==> src/rtl/button_debounce_pkg.sv <==
// Shared types and sizing helpers for the multi-channel push-button debouncer.
package button_debounce_pkg;

  typedef enum logic [1:0] {
    ST_LO,
    CHK_HI,
    ST_HI,
    CHK_LO
  } deb_state_e;

  // Counter must hold the larger of the two qualification periods without wrapping.
  function automatic int unsigned cnt_w(input int unsigned deb_cyc, input int unsigned hold_cyc);
    int unsigned m;
    m = (deb_cyc > hold_cyc) ? deb_cyc : hold_cyc;
    return $clog2(m + 1);
  endfunction

endpackage

==> src/rtl/button_debounce_mc_if.sv <==
// Bundle of per-channel button inputs and debounced outputs.
interface button_debounce_mc_if #(
    parameter int unsigned NUM_CH = 4
);

    logic [NUM_CH-1:0] button_i;
    logic [NUM_CH-1:0] en_i;
    logic [NUM_CH-1:0] clr_i;
    logic [NUM_CH-1:0] level_o;
    logic [NUM_CH-1:0] rflag_o;
    logic [NUM_CH-1:0] fflag_o;
    logic [NUM_CH-1:0] hold_o;
    logic [NUM_CH-1:0] latch_o;

    modport master (
        output button_i,
        output en_i,
        output clr_i,
        input  level_o,
        input  rflag_o,
        input  fflag_o,
        input  hold_o,
        input  latch_o
    );

    modport slave (
        input  button_i,
        input  en_i,
        input  clr_i,
        output level_o,
        output rflag_o,
        output fflag_o,
        output hold_o,
        output latch_o
    );

endinterface

==> src/rtl/button_debounce_ch.sv <==
// One debounce channel: synchroniser, four-state qualification FSM, edge/hold pulses
// and a sticky release latch.
module button_debounce_ch
    import button_debounce_pkg::*;
#(
    parameter int unsigned SYNC_STAGES  = 2,
    parameter int unsigned DEBOUNCE_CYC = 1000000,
    parameter int unsigned HOLD_CYC     = 0,
    parameter logic        INIT_LEVEL   = 1'b0
) (
    input  logic clk,
    input  logic rstn,
    input  logic i_button,
    input  logic i_en,
    input  logic i_clr,
    output logic o_level,
    output logic o_rflag,
    output logic o_fflag,
    output logic o_hold,
    output logic o_latch
);

    localparam int unsigned CNT_W = cnt_w(DEBOUNCE_CYC, HOLD_CYC);
    localparam bit HOLD_EN = (HOLD_CYC != 0);
    localparam logic [CNT_W-1:0] DEB_LAST = CNT_W'(DEBOUNCE_CYC - 1);
    localparam logic [CNT_W-1:0] HOLD_LAST = HOLD_EN ? CNT_W'(HOLD_CYC - 1) : '0;
    localparam logic [CNT_W-1:0] HOLD_SAT = CNT_W'(HOLD_CYC);
    localparam deb_state_e INIT_STATE = INIT_LEVEL ? ST_HI : ST_LO;

    logic [SYNC_STAGES-1:0] r_sync;
    logic                   w_s;

    deb_state_e       r_state, w_state_d;
    logic [CNT_W-1:0] r_cnt, w_cnt_d;
    logic             r_level, w_level_d;
    logic             r_rflag, w_rflag_d;
    logic             r_fflag, w_fflag_d;
    logic             r_hold, w_hold_d;
    logic             r_latch, w_latch_d;

    always_ff @(posedge clk or negedge rstn) begin
        if (!rstn) begin
            r_sync <= {SYNC_STAGES{INIT_LEVEL}};
        end else begin
            r_sync <= {r_sync[SYNC_STAGES-2:0], i_button};
        end
    end

    assign w_s = r_sync[SYNC_STAGES-1];

    always_comb begin
        w_state_d = r_state;
        w_cnt_d   = r_cnt;
        w_level_d = r_level;
        w_rflag_d = 1'b0;
        w_fflag_d = 1'b0;
        w_hold_d  = 1'b0;

        if (!i_en) begin
            // Forced idle: no edge pulses even if the level drops.
            w_state_d = ST_LO;
            w_cnt_d   = '0;
            w_level_d = 1'b0;
        end else begin
            unique case (r_state)
                ST_LO: begin
                    if (w_s) begin
                        w_state_d = CHK_HI;
                        w_cnt_d   = '0;
                    end
                end
                CHK_HI: begin
                    if (!w_s) begin
                        w_state_d = ST_LO;
                        w_cnt_d   = '0;
                    end else if (r_cnt == DEB_LAST) begin
                        w_state_d = ST_HI;
                        w_level_d = 1'b1;
                        w_rflag_d = 1'b1;
                        w_cnt_d   = '0;
                    end else begin
                        w_cnt_d = r_cnt + CNT_W'(1);
                    end
                end
                ST_HI: begin
                    if (!w_s) begin
                        w_state_d = CHK_LO;
                        w_cnt_d   = '0;
                    end else if (HOLD_EN && (r_cnt == HOLD_LAST)) begin
                        // Park above the compare value so the pulse fires once per press.
                        w_hold_d = 1'b1;
                        w_cnt_d  = HOLD_SAT;
                    end else if (HOLD_EN && (r_cnt < HOLD_SAT)) begin
                        w_cnt_d = r_cnt + CNT_W'(1);
                    end
                end
                CHK_LO: begin
                    if (w_s) begin
                        w_state_d = ST_HI;
                        w_cnt_d   = '0;
                    end else if (r_cnt == DEB_LAST) begin
                        w_state_d = ST_LO;
                        w_level_d = 1'b0;
                        w_fflag_d = 1'b1;
                        w_cnt_d   = '0;
                    end else begin
                        w_cnt_d = r_cnt + CNT_W'(1);
                    end
                end
                default: begin
                    w_state_d = ST_LO;
                    w_cnt_d   = '0;
                    w_level_d = 1'b0;
                end
            endcase
        end
    end

    always_comb begin
        w_latch_d = r_latch;
        if (i_clr) begin
            w_latch_d = 1'b0;
        end else if (r_rflag) begin
            w_latch_d = 1'b1;
        end
    end

    always_ff @(posedge clk or negedge rstn) begin
        if (!rstn) begin
            r_state <= INIT_STATE;
            r_cnt   <= '0;
            r_level <= INIT_LEVEL;
            r_rflag <= 1'b0;
            r_fflag <= 1'b0;
            r_hold  <= 1'b0;
            r_latch <= 1'b0;
        end else begin
            r_state <= w_state_d;
            r_cnt   <= w_cnt_d;
            r_level <= w_level_d;
            r_rflag <= w_rflag_d;
            r_fflag <= w_fflag_d;
            r_hold  <= w_hold_d;
            r_latch <= w_latch_d;
        end
    end

    assign o_level = r_level;
    assign o_rflag = r_rflag;
    assign o_fflag = r_fflag;
    assign o_hold  = r_hold;
    assign o_latch = r_latch;

endmodule

==> src/rtl/button_debounce_mc.sv <==
// Multi-channel push-button debouncer; one independent debounce channel per button
// input, all registered outputs on the single clock domain.
module button_debounce_mc
    import button_debounce_pkg::*;
#(
    parameter int unsigned       NUM_CH       = 4,
    parameter int unsigned       SYNC_STAGES  = 2,
    parameter int unsigned       DEBOUNCE_CYC = 1000000,
    parameter int unsigned       HOLD_CYC     = 0,
    parameter logic [NUM_CH-1:0] INIT_LEVEL   = '0
) (
    input logic                 clk,
    input logic                 rstn,
    button_debounce_mc_if.slave bus
);

    if (NUM_CH < 1) begin : g_bad_num_ch
        $fatal(1, "button_debounce_mc: NUM_CH must be at least 1");
    end
    if (SYNC_STAGES < 2) begin : g_bad_sync
        $fatal(1, "button_debounce_mc: SYNC_STAGES must be at least 2");
    end
    if (DEBOUNCE_CYC < 1) begin : g_bad_deb
        $fatal(1, "button_debounce_mc: DEBOUNCE_CYC must be at least 1");
    end

    logic [NUM_CH-1:0] w_level;
    logic [NUM_CH-1:0] w_rflag;
    logic [NUM_CH-1:0] w_fflag;
    logic [NUM_CH-1:0] w_hold;
    logic [NUM_CH-1:0] w_latch;

    for (genvar i = 0; i < int'(NUM_CH); i++) begin : g_ch
        button_debounce_ch #(
            .SYNC_STAGES (SYNC_STAGES),
            .DEBOUNCE_CYC(DEBOUNCE_CYC),
            .HOLD_CYC    (HOLD_CYC),
            .INIT_LEVEL  (INIT_LEVEL[i])
        ) u_ch (
            .clk     (clk),
            .rstn    (rstn),
            .i_button(bus.button_i[i]),
            .i_en    (bus.en_i[i]),
            .i_clr   (bus.clr_i[i]),
            .o_level (w_level[i]),
            .o_rflag (w_rflag[i]),
            .o_fflag (w_fflag[i]),
            .o_hold  (w_hold[i]),
            .o_latch (w_latch[i])
        );
    end

    assign bus.level_o = w_level;
    assign bus.rflag_o = w_rflag;
    assign bus.fflag_o = w_fflag;
    assign bus.hold_o  = w_hold;
    assign bus.latch_o = w_latch;

endmodule
==> src/flat_wrapper.sv <==
// flat-port wrapper written by rule: the top's interface ports become plain ports
module button_debounce_mc_flat import button_debounce_pkg::*;
#(
    parameter int unsigned       NUM_CH       = 4,
    parameter int unsigned       SYNC_STAGES  = 2,
    parameter int unsigned       DEBOUNCE_CYC = 1000000,
    parameter int unsigned       HOLD_CYC     = 0,
    parameter logic [NUM_CH-1:0] INIT_LEVEL   = '0
)
  (clk, rstn, bus_button_i, bus_en_i, bus_clr_i, bus_level_o, bus_rflag_o, bus_fflag_o, bus_hold_o, bus_latch_o);
  button_debounce_mc_if #(.NUM_CH(NUM_CH)) bus_i ();
  input logic clk;
  input logic rstn;
  input wire logic [$bits(bus_i.button_i)-1:0] bus_button_i;
  input wire logic [$bits(bus_i.en_i)-1:0] bus_en_i;
  input wire logic [$bits(bus_i.clr_i)-1:0] bus_clr_i;
  output wire logic [$bits(bus_i.level_o)-1:0] bus_level_o;
  output wire logic [$bits(bus_i.rflag_o)-1:0] bus_rflag_o;
  output wire logic [$bits(bus_i.fflag_o)-1:0] bus_fflag_o;
  output wire logic [$bits(bus_i.hold_o)-1:0] bus_hold_o;
  output wire logic [$bits(bus_i.latch_o)-1:0] bus_latch_o;
  assign bus_i.button_i = bus_button_i;
  assign bus_i.en_i = bus_en_i;
  assign bus_i.clr_i = bus_clr_i;
  assign bus_level_o = bus_i.level_o;
  assign bus_rflag_o = bus_i.rflag_o;
  assign bus_fflag_o = bus_i.fflag_o;
  assign bus_hold_o = bus_i.hold_o;
  assign bus_latch_o = bus_i.latch_o;
  button_debounce_mc #(.NUM_CH(NUM_CH), .SYNC_STAGES(SYNC_STAGES), .DEBOUNCE_CYC(DEBOUNCE_CYC), .HOLD_CYC(HOLD_CYC), .INIT_LEVEL(INIT_LEVEL)) u_core (.clk(clk), .rstn(rstn), .bus(bus_i));
endmodule
==> config.mk <==
export PLATFORM = sky130hd
export DESIGN_NAME = button_debounce_mc_flat
export DESIGN_NICKNAME = d
export VERILOG_FILES = /design/src/rtl/button_debounce_pkg.sv /design/src/rtl/button_debounce_mc_if.sv /design/src/rtl/button_debounce_ch.sv /design/src/rtl/button_debounce_mc.sv /design/src/flat_wrapper.sv
export SDC_FILE = /design/constraint.sdc
export NUM_CORES = 1
export LEC_CHECK = 0
export CORE_MARGIN = 2
export CORE_UTILIZATION = 60
export DETAILED_ROUTE_END_ITERATION = 10
export GPL_ROUTABILITY_DRIVEN = 0
export GPL_TIMING_DRIVEN = 0
export PLACE_DENSITY = 0.8
export RECOVER_POWER = 100
export SYNTH_ARGS = -nofsm -noshare
export SYNTH_HDL_FRONTEND = slang
export SYNTH_SLANG_ARGS = --single-unit
==> constraint.sdc <==
create_clock -name clk -period 2.92 [get_ports clk]
set_clock_uncertainty 0.2 [all_clocks]
set_input_delay 0.438 -clock clk [delete_from_list [all_inputs] [get_ports clk]]
set_output_delay 0.438 -clock clk [all_outputs]
set_load 0.01 [all_outputs]
==> reports/results.tsv <==
stage	metric	value	unit
power_and_ir_drop	Power Total	0.00279	W
logic_synthesis	cell taking the most area after synthesis	sky130_fd_sc_hd__dfrtp_1	
clock_tree	Resized Gates After CTS	0	
critical_path	sum of buffers and inverters on the critical path	1	
die	Die Footprint	10600	um2
clock_tree	number of buffers added by the clock tree synthesis step	9	
clock_tree	Post-CTS Repair Setup Buffers	0	
logic_synthesis	flops & latches, synth	112	
sta	final clock period utilization by the worst path	0.901	
logic_synthesis	post-synthesis xor/xnor area fraction	0.0224	
critical_path	startpoint type of the worst setup path	flip-flop	
final_layout	final std cell area, no fill	6560	um2
placed_design	number of buffers added on ports	29	
critical_path	Critical Path, Cell by Cell	ha_1 -> nand4_1 -> nor4_1 -> a21o_1 -> buf_6 -> o21ai_0 -> a22o_1	
routing	Final Routed Wirelength	12400	um
global_routing	maximum number of pins on one net before global-route repair	69	
critical_path	Max FO, Critical Path	10	
logic_synthesis	largest cells by area after synthesis	sky130_fd_sc_hd__dfrtp_1, sky130_fd_sc_hd__a31oi_1, sky130_fd_sc_hd__nand2_1	
logic_synthesis	Avg Synthesized Cell Area	9.30	um2
routing	detailed-routing iteration count for the pre-antenna-repair pass	4	
logic_synthesis	simple-gate share of the synthesized area	0.243	
final_layout	Non-Filler Instances	814	
clock_tree	Clock Tree Buf Depth	2	
routing	Routed WL per cell	15.3	um
power_and_ir_drop	total power per unit cell area	425	nW/um2
logic_synthesis	gate count after technology mapping	630	
critical_path	delay of the slowest cell on the worst path	0.58	ns
clock_tree	latest clock arrival within the worst-skew pair	0.40	ns
clock_tree	clock-pin transition on the worst setup and hold timing paths	0.11	ns
die	Die Span Y	103	um
logic_synthesis	area share of fa/ha/maj cells after synthesis	0.00855	
power_and_ir_drop	Clock Power Share	0.376	
clock_tree	number of sinks on the clock net	112	
critical_path	gate family responsible for the most delay along the worst path	simple AND/OR/NAND/NOR gates	
clock_tree	clock tree from TritonCTS	yes	
logic_synthesis	share of Yosys cell area claimed by the top area cell type	0.479	
power_and_ir_drop	peak ir drop on the vdd network	0.338	mV
sta	worst slew margin relative to its limit	0.227	
power_and_ir_drop	leakage power of the design	2.77	nW
routing	number of DRC violations after detailed-routing iteration 0	311	
placed_design	placed cell areas	6350	um2
sta	worst-margin pin slew	1.16	ns
sta	Min Clock Period, post-route	2.63	ns
sta	setup repair after global routing missed its margin	false	
global_routing	via count of the first global-routing pass	4625	
power_and_ir_drop	proportion of power drawn by flip-flops and latches	0.566	
die	# IOs	34	
global_routing	overflow left after global routing	0	
final_layout	number of nets in the final layout	693	
routing	average via count per standard cell	6.05	
critical_path	Crit path required time	3.00	ns
logic_synthesis	Mapped Area	5860	um2
sta	final max-slew violation count	0	
logic_synthesis	Yosys warning count	0	
placed_design	estimated wirelength of the detail-placed design	8640	um
routing	number of nets still failing antenna checks after routing	0	
logic_synthesis	post-synth cell types	58	
sta	maximum clock frequency	0.380	GHz
logic_synthesis	Post-synth EDFFs	0	
run	number of max-capacitance violations reported	0	
sta	final setup TNS	0	ns
final_layout	area growth from synthesis to layout	12.0	%
clock_tree	hold buffers post-CTS	1	
routing	total number of vias	4922	
sta	final hold violation count	0	
die	standard-cell rows	36	
logic_synthesis	primary flip-flop cell chosen by synthesis mapping	sky130_fd_sc_hd__dfrtp_1	
die	core area	9640	um2
die	effective utilization at floorplan	0.608	
run_status	result of the run	completed	
final_layout	fraction of final layout cells with drive strength greater than 1	0.0824	
global_routing	first-pass GRT wire length	21600	um
hold_path	type of the worst min-delay path	reg -> reg	
logic_synthesis	sequential share of the synthesized area	0.479	
global_routing	antenna violations before repair	1	
sta	setup-violating endpoint count in the final report	0	
critical_path	critical path endpoint category	flip-flop	
critical_path	CP Class	reg -> reg	
die	die width	103	um
logic_synthesis	main combinational cell family by area after synthesis	simple AND/OR/NAND/NOR gates	
clock_tree	H-tree depth	3	
routing	remaining routing DRC violations	0	
critical_path	critical-path cell with the highest stage delay	sky130_fd_sc_hd__nor4_1	
logic_synthesis	Async SR Flop Fraction	1.00	
placed_design	placed instance count	796	
logic_synthesis	share of the synthesized area in compound gates (AO/OA/AOI/OAI)	0.165	
power_and_ir_drop	switching share of power	0.234	
clock_tree	clock tree root driver cell	sky130_fd_sc_hd__clkbuf_8	
power_and_ir_drop	switching power total	0.000653	W
global_routing	Tot GR Track Use	0.258	
power_and_ir_drop	part of the power in combinational logic	0.058	
critical_path	WP data arrival	2.72	ns
logic_synthesis	mux cell area share after synthesis	0.0244	
power_and_ir_drop	internal power consumption	0.00214	W
==> power groups by stage <==
stage | logic [W] | clock network, W | registers [W]
after floorplan | 0.0000815 | 0 | 0.00161
after global placement | 0.000158 | 0 | 0.00161
after detailed placement | 0.000168 | 0 | 0.00161
after CTS | 0.000170 | 0.00108 | 0.00158
after global routing | 0.000185 | 0.00114 | 0.00158
final | 0.000163 | 0.00105 | 0.00158
==> through the flow <==
| stage | utilization | worst slack, ns | hold WS, ns |
|---|---|---|---|
| floorplan | - | 0.774 | -0.0576 |
| global placement | 0.656 | -2.98 | 0.133 |
| detailed placement | 0.659 | 0.169 | 0.135 |
| CTS | 0.683 | 0.395 | 0.159 |
| global route | 0.680 | 0.126 | 0.172 |
| finish | 0.681 | 0.289 | 0.159 |
==> worst reg2reg max path: stages, from the launching register on <==
cell                      delay (ns)
sky130_fd_sc_hd__dfrtp_1        0.42
sky130_fd_sc_hd__ha_1           0.24
sky130_fd_sc_hd__nand4_1        0.27
sky130_fd_sc_hd__nor4_1         0.58
sky130_fd_sc_hd__a21o_1         0.31
sky130_fd_sc_hd__buf_6          0.18
sky130_fd_sc_hd__o21ai_0        0.11
sky130_fd_sc_hd__a22o_1         0.21
==> state kept, by name, indices dropped and copies added (netlist names) <==
signal and cells:
u_core.g_ch.u_ch.o_fflag 4, u_core.g_ch.u_ch.o_latch 4, u_core.g_ch.u_ch.o_level 4, u_core.g_ch.u_ch.o_rflag 4
u_core.g_ch.u_ch.r_cnt 80, u_core.g_ch.u_ch.r_state 8, u_core.g_ch.u_ch.r_sync 8
==> metal layers <==
layer	track usage	up-vias	wire length [um]
li1	-	2385	-
met2	0.399	125	6070
met1	0.353	2396	5600
met5	0	-	0
met4	0.0931	0	160
met3	0.0698	16	615
==> final cells by class <==
cell class | instances | area (um2)
Antenna cell | 1 | 2.50
Buffer | 44 | 254
Clock buffer | 10 | 138
Clock inverter | 6 | 90.1
Fill cell | 808 | 3080
Inverter | 19 | 71.3
Multi-Input combinational cell | 458 | 2710
Sequential cell | 112 | 2800
Tap cell | 133 | 166
Timing Repair Buffer | 31 | 323
==> logic make-up after synthesis <==
family | Yosys count
AO/OA/AOI/OAI | 154
XOR/XNOR | 15
adder cells (fa/ha/maj) | 4
buffers and inverters | 63
flip-flops | 112
multiplexers | 14
other | 1
AND/OR/NAND/NOR | 267
==> cells in the mapped netlist (2+ instances only) <==
cell type	n
sky130_fd_sc_hd__o21ai_0	33
sky130_fd_sc_hd__buf_2	11
sky130_fd_sc_hd__nand3_1	39
sky130_fd_sc_hd__nand4_1	16
sky130_fd_sc_hd__inv_1	19
sky130_fd_sc_hd__nand2_1	56
sky130_fd_sc_hd__xor2_1	11
sky130_fd_sc_hd__and4_1	4
sky130_fd_sc_hd__nor4_1	17
sky130_fd_sc_hd__nor2b_1	8
sky130_fd_sc_hd__nor3_1	10
sky130_fd_sc_hd__dfrtp_1	112
sky130_fd_sc_hd__a21o_1	6
sky130_fd_sc_hd__a21boi_0	4
sky130_fd_sc_hd__a22o_1	8
sky130_fd_sc_hd__xnor2_1	4
sky130_fd_sc_hd__mux2_2	2
sky130_fd_sc_hd__nand2b_1	11
sky130_fd_sc_hd__a41oi_1	14
sky130_fd_sc_hd__a21oi_1	39
sky130_fd_sc_hd__clkbuf_1	12
sky130_fd_sc_hd__ha_1	4
sky130_fd_sc_hd__mux2i_1	12
sky130_fd_sc_hd__nand4b_1	2
sky130_fd_sc_hd__a31oi_1	35
sky130_fd_sc_hd__buf_4	20
sky130_fd_sc_hd__or3b_2	3
sky130_fd_sc_hd__nor3b_1	7
sky130_fd_sc_hd__and3_1	12
sky130_fd_sc_hd__o21ai_1	2
sky130_fd_sc_hd__nand3b_1	4
sky130_fd_sc_hd__and2_1	5
sky130_fd_sc_hd__or2_2	3
sky130_fd_sc_hd__or4_1	5
sky130_fd_sc_hd__or3_1	5
sky130_fd_sc_hd__nor2_1	53
==> final timing paths <==
check                                              start                       endpoint  slack [ns]  cells after the start
setup / recovery            u_core.g_ch[2].u_ch.r_cnt[0]   u_core.g_ch[2].u_ch.r_cnt[2]        0.29                      7
hold / removal             u_core.g_ch[2].u_ch.r_sync[0]  u_core.g_ch[2].u_ch.r_sync[1]        0.16                      0
setup reg to reg            u_core.g_ch[2].u_ch.r_cnt[0]   u_core.g_ch[2].u_ch.r_cnt[2]        0.29                      7
hold reg to reg            u_core.g_ch[2].u_ch.r_sync[0]  u_core.g_ch[2].u_ch.r_sync[1]        0.16                      0
max in group asynchronous                           rstn  u_core.g_ch[1].u_ch.r_cnt[17]        1.03                      3
min in group asynchronous                           rstn    u_core.g_ch[2].u_ch.o_latch        0.60                      2
==> layout by cell type, fill, tap and decap left out, types with 12 or more instances in the layout <==
cell and instances:
sky130_fd_sc_hd__buf_4 20, sky130_fd_sc_hd__clkbuf_1 18, sky130_fd_sc_hd__dlygate4sd3_1 21, sky130_fd_sc_hd__inv_1 19, sky130_fd_sc_hd__nand2_1 56, sky130_fd_sc_hd__a41oi_1 14
sky130_fd_sc_hd__a21oi_1 40, sky130_fd_sc_hd__nand4_1 16, sky130_fd_sc_hd__dfrtp_1 112, sky130_fd_sc_hd__mux2i_1 12, sky130_fd_sc_hd__nor4_1 17, sky130_fd_sc_hd__nor2_1 53
sky130_fd_sc_hd__o21ai_0 35, sky130_fd_sc_hd__a31oi_1 35, sky130_fd_sc_hd__nand3_1 39, sky130_fd_sc_hd__and3_1 12
Power figures use the tool's default switching activity.
